<file path="config.mk">
export PLATFORM = sky130hd
export DESIGN_NAME = vga_timing_gen
export DESIGN_NICKNAME = d
export VERILOG_FILES = /design/src/rtl/vga_timing_gen.sv
export SDC_FILE = /design/constraint.sdc
export NUM_CORES = 1
export LEC_CHECK = 0
export ABC_AREA = 1
export ABC_CLOCK_PERIOD_IN_PS = 5070
export BUFFER_PORTS_ARGS = -buffer_cell sky130_fd_sc_hd__buf_2
export CAP_MARGIN = 10
export CELL_PAD_IN_SITES_DETAIL_PLACEMENT = 2
export CELL_PAD_IN_SITES_GLOBAL_PLACEMENT = 2
export CORE_AREA = 3 3 92 94
export CTS_BUF_LIST = sky130_fd_sc_hd__clkbuf_2 sky130_fd_sc_hd__clkbuf_4 sky130_fd_sc_hd__clkbuf_8
export CTS_CLUSTER_DIAMETER = 80
export DETAILED_ROUTE_END_ITERATION = 7
export DIE_AREA = 0 0 95 97
export HOLD_SLACK_MARGIN = 0.06
export PLACE_DENSITY = 0.87
export REMOVE_ABC_BUFFERS = 1
export SYNTH_ARGS = -nofsm -noshare
export SYNTH_HDL_FRONTEND = slang
export SYNTH_SLANG_ARGS = --single-unit
</file>
<file path="constraint.sdc">
create_clock -name clk -period 5.07 [get_ports clk]
set_clock_uncertainty 0.2 [all_clocks]
set_input_delay 0 -clock clk [delete_from_list [all_inputs] [get_ports clk]]
set_output_delay 0 -clock clk [all_outputs]
set_load 0.005 [all_outputs]
</file>
<file path="src/rtl/vga_timing_gen.sv">
// -----------------------------------------------------------------------------
// vga_timing_gen
//
// Multi-mode VGA timing generator. A built-in table holds four standard modes;
// the requested mode is adopted only on the last pixel of a frame, so every
// frame is generated with one consistent timing. A prescaler turns the system
// clock into a pixel tick, and the raster counters advance only on that tick.
//
// All sync/display outputs are registered from the *next* counter and mode
// values, so they line up with hpos/vpos/active_mode in the same cycle.
//
// Ports:
//   clk           system clock
//   reset         asynchronous, active-high reset
//   mode_sel      requested mode, taken only at a frame boundary
//   pix_en        pixel tick strobe (combinational decode of the prescaler)
//   hpos, vpos    horizontal pixel / vertical line counters
//   hsync, vsync  sync outputs, polarity taken from the active mode
//   display_on    high inside the active picture area
//   line_start    one-clk pulse on the first cycle of each new line
//   frame_start   one-clk pulse on the first cycle of each new frame
//   active_mode   mode currently being generated
//   mode_pending  mode_sel differs from the mode in effect
// -----------------------------------------------------------------------------
module vga_timing_gen #(
  parameter int CLK_DIV      = 1,   // system clocks per pixel tick (1..16)
  parameter int DEFAULT_MODE = 3,   // mode loaded on reset (0..3)
  parameter int HW           = 11,  // hpos width
  parameter int VW           = 10   // vpos width
) (
  input  logic          clk,
  input  logic          reset,
  input  logic [1:0]    mode_sel,
  output logic          pix_en,
  output logic [HW-1:0] hpos,
  output logic [VW-1:0] vpos,
  output logic          hsync,
  output logic          vsync,
  output logic          display_on,
  output logic          line_start,
  output logic          frame_start,
  output logic [1:0]    active_mode,
  output logic          mode_pending
);

  // Per-mode timing, stored as the comparison thresholds the counters need
  // rather than raw porch widths.
  typedef struct packed {
    logic [HW-1:0] h_act;     // first non-visible pixel
    logic [HW-1:0] hs_start;  // first pixel of the sync pulse
    logic [HW-1:0] hs_end;    // first pixel after the sync pulse
    logic [HW-1:0] h_last;    // H total - 1
    logic          h_pol;     // 1 = positive sync
    logic [VW-1:0] v_act;
    logic [VW-1:0] vs_start;
    logic [VW-1:0] vs_end;
    logic [VW-1:0] v_last;    // V total - 1
    logic          v_pol;
  } timing_t;

  function automatic timing_t make_timing(
    input int   ha, input int hf, input int hs, input int hb, input logic hp,
    input int   va, input int vf, input int vs, input int vb, input logic vp
  );
    timing_t t;
    t.h_act    = HW'(ha);
    t.hs_start = HW'(ha + hf);
    t.hs_end   = HW'(ha + hf + hs);
    t.h_last   = HW'(ha + hf + hs + hb - 1);
    t.h_pol    = hp;
    t.v_act    = VW'(va);
    t.vs_start = VW'(va + vf);
    t.vs_end   = VW'(va + vf + vs);
    t.v_last   = VW'(va + vf + vs + vb - 1);
    t.v_pol    = vp;
    return t;
  endfunction

  //                          H act/fp/sync/back  pol    V act/fp/sync/back pol
  localparam timing_t MODE_TAB [4] = '{
    make_timing( 640, 16,  96,  48, 1'b0,  480, 10, 2, 33, 1'b0),  //  800 x 525
    make_timing( 768, 24,  80, 104, 1'b0,  576,  1, 3, 17, 1'b1),  //  976 x 597
    make_timing( 800, 40, 128,  88, 1'b1,  600,  1, 4, 23, 1'b1),  // 1056 x 628
    make_timing(1024, 24, 136, 160, 1'b0,  768,  3, 6, 29, 1'b0)   // 1344 x 806
  };

  localparam logic [1:0] DEF_MODE = 2'(DEFAULT_MODE);
  localparam logic [3:0] DIV_LAST = 4'(CLK_DIV - 1);

  // ---------------------------------------------------------------------------
  // State
  // ---------------------------------------------------------------------------
  logic [3:0]    div_cnt;
  logic [HW-1:0] h_cnt;
  logic [VW-1:0] v_cnt;
  logic [1:0]    mode_q;

  // ---------------------------------------------------------------------------
  // Next-state decode
  // ---------------------------------------------------------------------------
  logic [HW-1:0] h_nxt;
  logic [VW-1:0] v_nxt;
  logic [1:0]    mode_nxt;
  logic          h_at_last;
  logic          v_at_last;
  logic          line_wrap;
  logic          frame_wrap;
  logic          hs_act;
  logic          vs_act;
  logic          hsync_nxt;
  logic          vsync_nxt;
  logic          display_nxt;

  // With CLK_DIV = 1 DIV_LAST is 0, so the divider never leaves 0 and the
  // tick is permanently high.
  assign pix_en = (div_cnt == DIV_LAST);

  always_comb begin
    // NOTE: every signal gets a default first so no path leaves it unassigned;
    // that is what keeps this block free of inferred latches.
    h_nxt    = h_cnt;
    v_nxt    = v_cnt;
    mode_nxt = mode_q;

    h_at_last  = (h_cnt == MODE_TAB[mode_q].h_last);
    v_at_last  = (v_cnt == MODE_TAB[mode_q].v_last);
    line_wrap  = pix_en && h_at_last;
    frame_wrap = line_wrap && v_at_last;

    if (pix_en) begin
      if (h_at_last) begin
        h_nxt = '0;
        if (v_at_last) begin
          v_nxt    = '0;
          // Last pixel of the frame: the only point a new mode is adopted.
          mode_nxt = mode_sel;
        end else begin
          v_nxt = v_cnt + VW'(1);
        end
      end else begin
        h_nxt = h_cnt + HW'(1);
      end
    end

    // Decode against the values the counters are about to hold, so the
    // registered outputs carry no skew relative to hpos/vpos.
    hs_act = (h_nxt >= MODE_TAB[mode_nxt].hs_start) &&
             (h_nxt <  MODE_TAB[mode_nxt].hs_end);
    vs_act = (v_nxt >= MODE_TAB[mode_nxt].vs_start) &&
             (v_nxt <  MODE_TAB[mode_nxt].vs_end);

    // Active XNOR polarity: a negative-sync mode drives 0 while active.
    hsync_nxt   = ~(hs_act ^ MODE_TAB[mode_nxt].h_pol);
    vsync_nxt   = ~(vs_act ^ MODE_TAB[mode_nxt].v_pol);
    display_nxt = (h_nxt < MODE_TAB[mode_nxt].h_act) &&
                  (v_nxt < MODE_TAB[mode_nxt].v_act);
  end

  // ---------------------------------------------------------------------------
  // Registers
  // ---------------------------------------------------------------------------
  // NOTE: sequential state uses non-blocking assignments so every register
  // samples the pre-edge values, independent of statement order.
  always_ff @(posedge clk or posedge reset) begin
    if (reset) begin
      // NOTE: everything here is plain control state, so all of it is reset;
      // the syncs start at the inactive level of the default mode.
      div_cnt      <= '0;
      h_cnt        <= '0;
      v_cnt        <= '0;
      mode_q       <= DEF_MODE;
      hsync        <= ~MODE_TAB[DEF_MODE].h_pol;
      vsync        <= ~MODE_TAB[DEF_MODE].v_pol;
      display_on   <= 1'b0;
      line_start   <= 1'b0;
      frame_start  <= 1'b0;
      mode_pending <= 1'b0;
    end else begin
      div_cnt      <= pix_en ? 4'd0 : div_cnt + 4'd1;
      h_cnt        <= h_nxt;
      v_cnt        <= v_nxt;
      mode_q       <= mode_nxt;
      hsync        <= hsync_nxt;
      vsync        <= vsync_nxt;
      display_on   <= display_nxt;
      // Strobes fire only on an actual wrap, so a held hpos = 0 (slow tick)
      // or the reset-state origin never produces a repeat.
      line_start   <= line_wrap;
      frame_start  <= frame_wrap;
      // Compared with the mode about to be in effect, so the flag drops in
      // the same cycle the new mode appears on active_mode.
      mode_pending <= (mode_sel != mode_nxt);
    end
  end

  assign hpos        = h_cnt;
  assign vpos        = v_cnt;
  assign active_mode = mode_q;

endmodule

</file>
==> summary.md <==
| Metric | Value |
|---|---|
| Status | finished, final reports clean |
| Post-synthesis cell type with the largest combined area | dfrtp_1 |
| Gpl congestion | 0.825 |
| Max Slew Vio Count | 0 |
| Port Buffers | 33 |
| Fin crit period | 4.64 ns |
| Syn_area_per_cell | 7.43 sq um |
| NumNets Final | 440 |
| Commonest non-fill, non-tap cells in the layout | nand2_1 (81), inv_1 (63), nor2_1 (35), ha_1 (34), buf_2 (33) |
| Synth Instances | 360 |
| Ranking of synthesized cells by area | dfrtp_1 (27%), ha_1 (16%), nand2_1 (11%) |
| Share of cells above drive strength 1 | 19.4% |
| Die H | 97 um |
| Post-route ant nets | 0 |
| Total track usage | 22.5% |
| Initial Utilization | 34.6% |
| Total Wirelength | 9.80 mm |
| Iteration-0 DRC Markers | 98 |
| CTS tree | yes |
| CTS resizes | 0 |
| Pwr dens | 177 mW/mm^2 |
| Post-synth ARST share | 100% |
| Worst-Margin Slew | 0.515 ns |
| First-pass GRT wire length | 15.9 mm |
| Vias/cell | 5.16 |
| Worst setup SP type | register |
| Post-synth EDFFs | 0 |
| Drt wl/cell | 19.4 um |
| CP Data Arrival Time | 4.68 ns |
| Core Area | 0.00773 sq mm |
| H-tree levels | 2 |
| Fmax | 216 MHz |
| Total of max-cap violations | 0 |
| Die X | 95 um |
| Final Hold Vio Count | 0 |
| Critical Path RT | 5.11 ns |
| Relative slew margins | 65.6% |
| Cts bufs inserted | 5 |
| Die Area | 0.00922 sq mm |
| Hold Path Class | input port to asynchronous set/reset pin |
| Final HPWL from detailed placement | 7.61 mm |
| Max Root-Sink Buffers | 2 |
| Clock root cell | clkbuf_8 |
| Crit path kind | register to register |
| Seq/Total Area, Yosys | 31.1% |
| Via count | 2606 |
| Setup violators final | 0 |
| Sink Count | 33 |
| Std-Cell Rows | 32 |
| Synth Cell Area | 0.00268 sq mm |
| Post-synthesis register bit count | 33 |
| Share of the synthesized area in the top cell type | 27.1% |
| Grt ovf | 0 |
| DRC Markers | 0 |
| Part of the cycle the worst path needs | 91.4% |
| Hold_ws | 0.174 ns |
| Synth warn | 0 |
| Worst skew pair latency | 0.29 ns |
| Max Fanout on Critical Path | 8 |
| Area grow syn2layout | 16.1% |
| Vias in the first global route | 2911 |
| Diode count | 0 |
| Most common cell after layout, fill and taps aside | nand2_1 |
| Fin Setup TNS | 0 ns |
| Drt first pass iters | 4 |
| Crit. End Element | register |
| RSZ-0062 raised after global routing | no |
| Post-CTS setup buffers | 0 |
| Ys flop type | dfrtp_1 |
| Pleak | 1.70 nW |
| Ports | 34 |
| Largest net degree at the start of global routing | 34 |
| Unique masters post-synth | 36 |
| Worst vdd ir | 0.104 mV |
| Clock transition at the registers of the reported paths | 0.08 ns |
| Antenna violations before repair | 0 |
-- per-layer routing --
layer / up-vias / track usage [%] / part of all wire [%]
met5: - / 0 / 0
met4: 0 / 8.88 / 3.5
met3: 21 / 2.57 / 1.9
met2: 44 / 39.1 / 51
met1: 1318 / 27.8 / 44
li1: 1223 / - / -
-- critical path, stage by stage, from the launching register on --
cell and delay, ns:
dfstp_2 0.60, inv_1 0.11, ha_1 0.30, inv_1 0.13, nand2_1 0.06, nand2_1 0.12, nand3_2 0.15, nor3_4 0.34
nand2_4 0.17, inv_2 0.16, nor2_1 0.08, a21oi_2 0.30, inv_1 0.16, ha_1 0.27, ha_1 0.32, nand2_1 0.08
inv_1 0.07, nand3_1 0.10, o21ai_0 0.19, a21o_1 0.14, inv_1 0.03, nand2_1 0.06, nand2_1 0.07, a21oi_2 0.15
nand2_1 0.07, nand2_1 0.06, nand2_1 0.05, inv_1 0.04
-- per-stage QoR --
| stage | utilization (%) | area (sq um) | power (mW) | std cells | setup WS (ns) |
|---|---|---|---|---|---|
| 3_3_place_gp | 38.3 | 2960 | 0.279 | 494 | 0.842 |
| 2_1_floorplan | - | 2660 | 0.274 | 358 | 1.33 |
| 4_1_cts | 40.2 | 3110 | 0.553 | 505 | 0.416 |
| 6_report | 40.2 | 3110 | 0.549 | 505 | 0.435 |
| 5_1_grt | 40.2 | 3110 | 0.569 | 505 | 0.0684 |
| 3_5_place_dp | 38.3 | 2960 | 0.279 | 494 | 0.509 |
-- cells in the mapped netlist (all sizes together), types with 2 or more instances --
cell type	n
a21oi	18
buf	2
dfrtp	29
dfstp	4
ha	34
inv	70
nand2	87
nand3	32
nand4	9
nor2	39
nor3	6
o21ai	13
o21bai	3
xnor2	3
xor2	3
-- final timing paths --
kind | startpoint | to | slack [ns] | cells after the start
worst max-delay path | active_mode[0] | vsync | 0.43 | 27
worst min-delay path | reset | hpos[6] | 0.17 | 4
worst max register to register | active_mode[0] | vsync | 0.43 | 27
worst min register to register | div_cnt[3] | div_cnt[3] | 0.28 | 1
max in group asynchronous | reset | active_mode[1] | 4.13 | 4
min in group clk | div_cnt[3] | div_cnt[3] | 0.28 | 1
-- report_power, final --
group,internal [mW],switching [mW]
Combinational,0.00357,0.00802
Clock,0.166,0.108
Sequential,0.264,0.0000669
Total,0.433,0.116
-- what timing repair did --
| item | CTS | global route |
|---|---|---|
| endpoints found under the setup margin | 0 | 0 |
| hold endpoints to repair | 35 | 0 |
| hold buffers | 3 | 0 |
-- registers in the layout, indices dropped and copies added, names as in the netlist --
| register | flops |
|---|---|
| display_on | 1 |
| hsync | 1 |
| mode_pending | 1 |
| line_start | 1 |
| frame_start | 1 |
| hpos | 11 |
| vsync | 1 |
| div_cnt | 4 |
| active_mode | 2 |
| vpos | 10 |
-- kinds of logic after synthesis --
logic type                 Yosys count  synth area share (%)
adders and majority gates           34                  15.9
buffers and inverters               73                  10.7
xor gates and xnor gates             6                  1.96
AOI/OAI and AO/OA                   39                  8.65
DFF                                 33                  31.1
and+or+nand+nor                    175                  31.8
-- area by class of cell --
cell class                 count  area [sq um]
tap                          102           128
sequential                    33           831
timing repair buffer          37           203
inverter                      71           267
multi-input combinational    254          1560
fill                         936          4620
clock inverter                 1          30.0
clock buffer                   7          90.1
No activity file was read; power rests on OpenSTA's default activity.
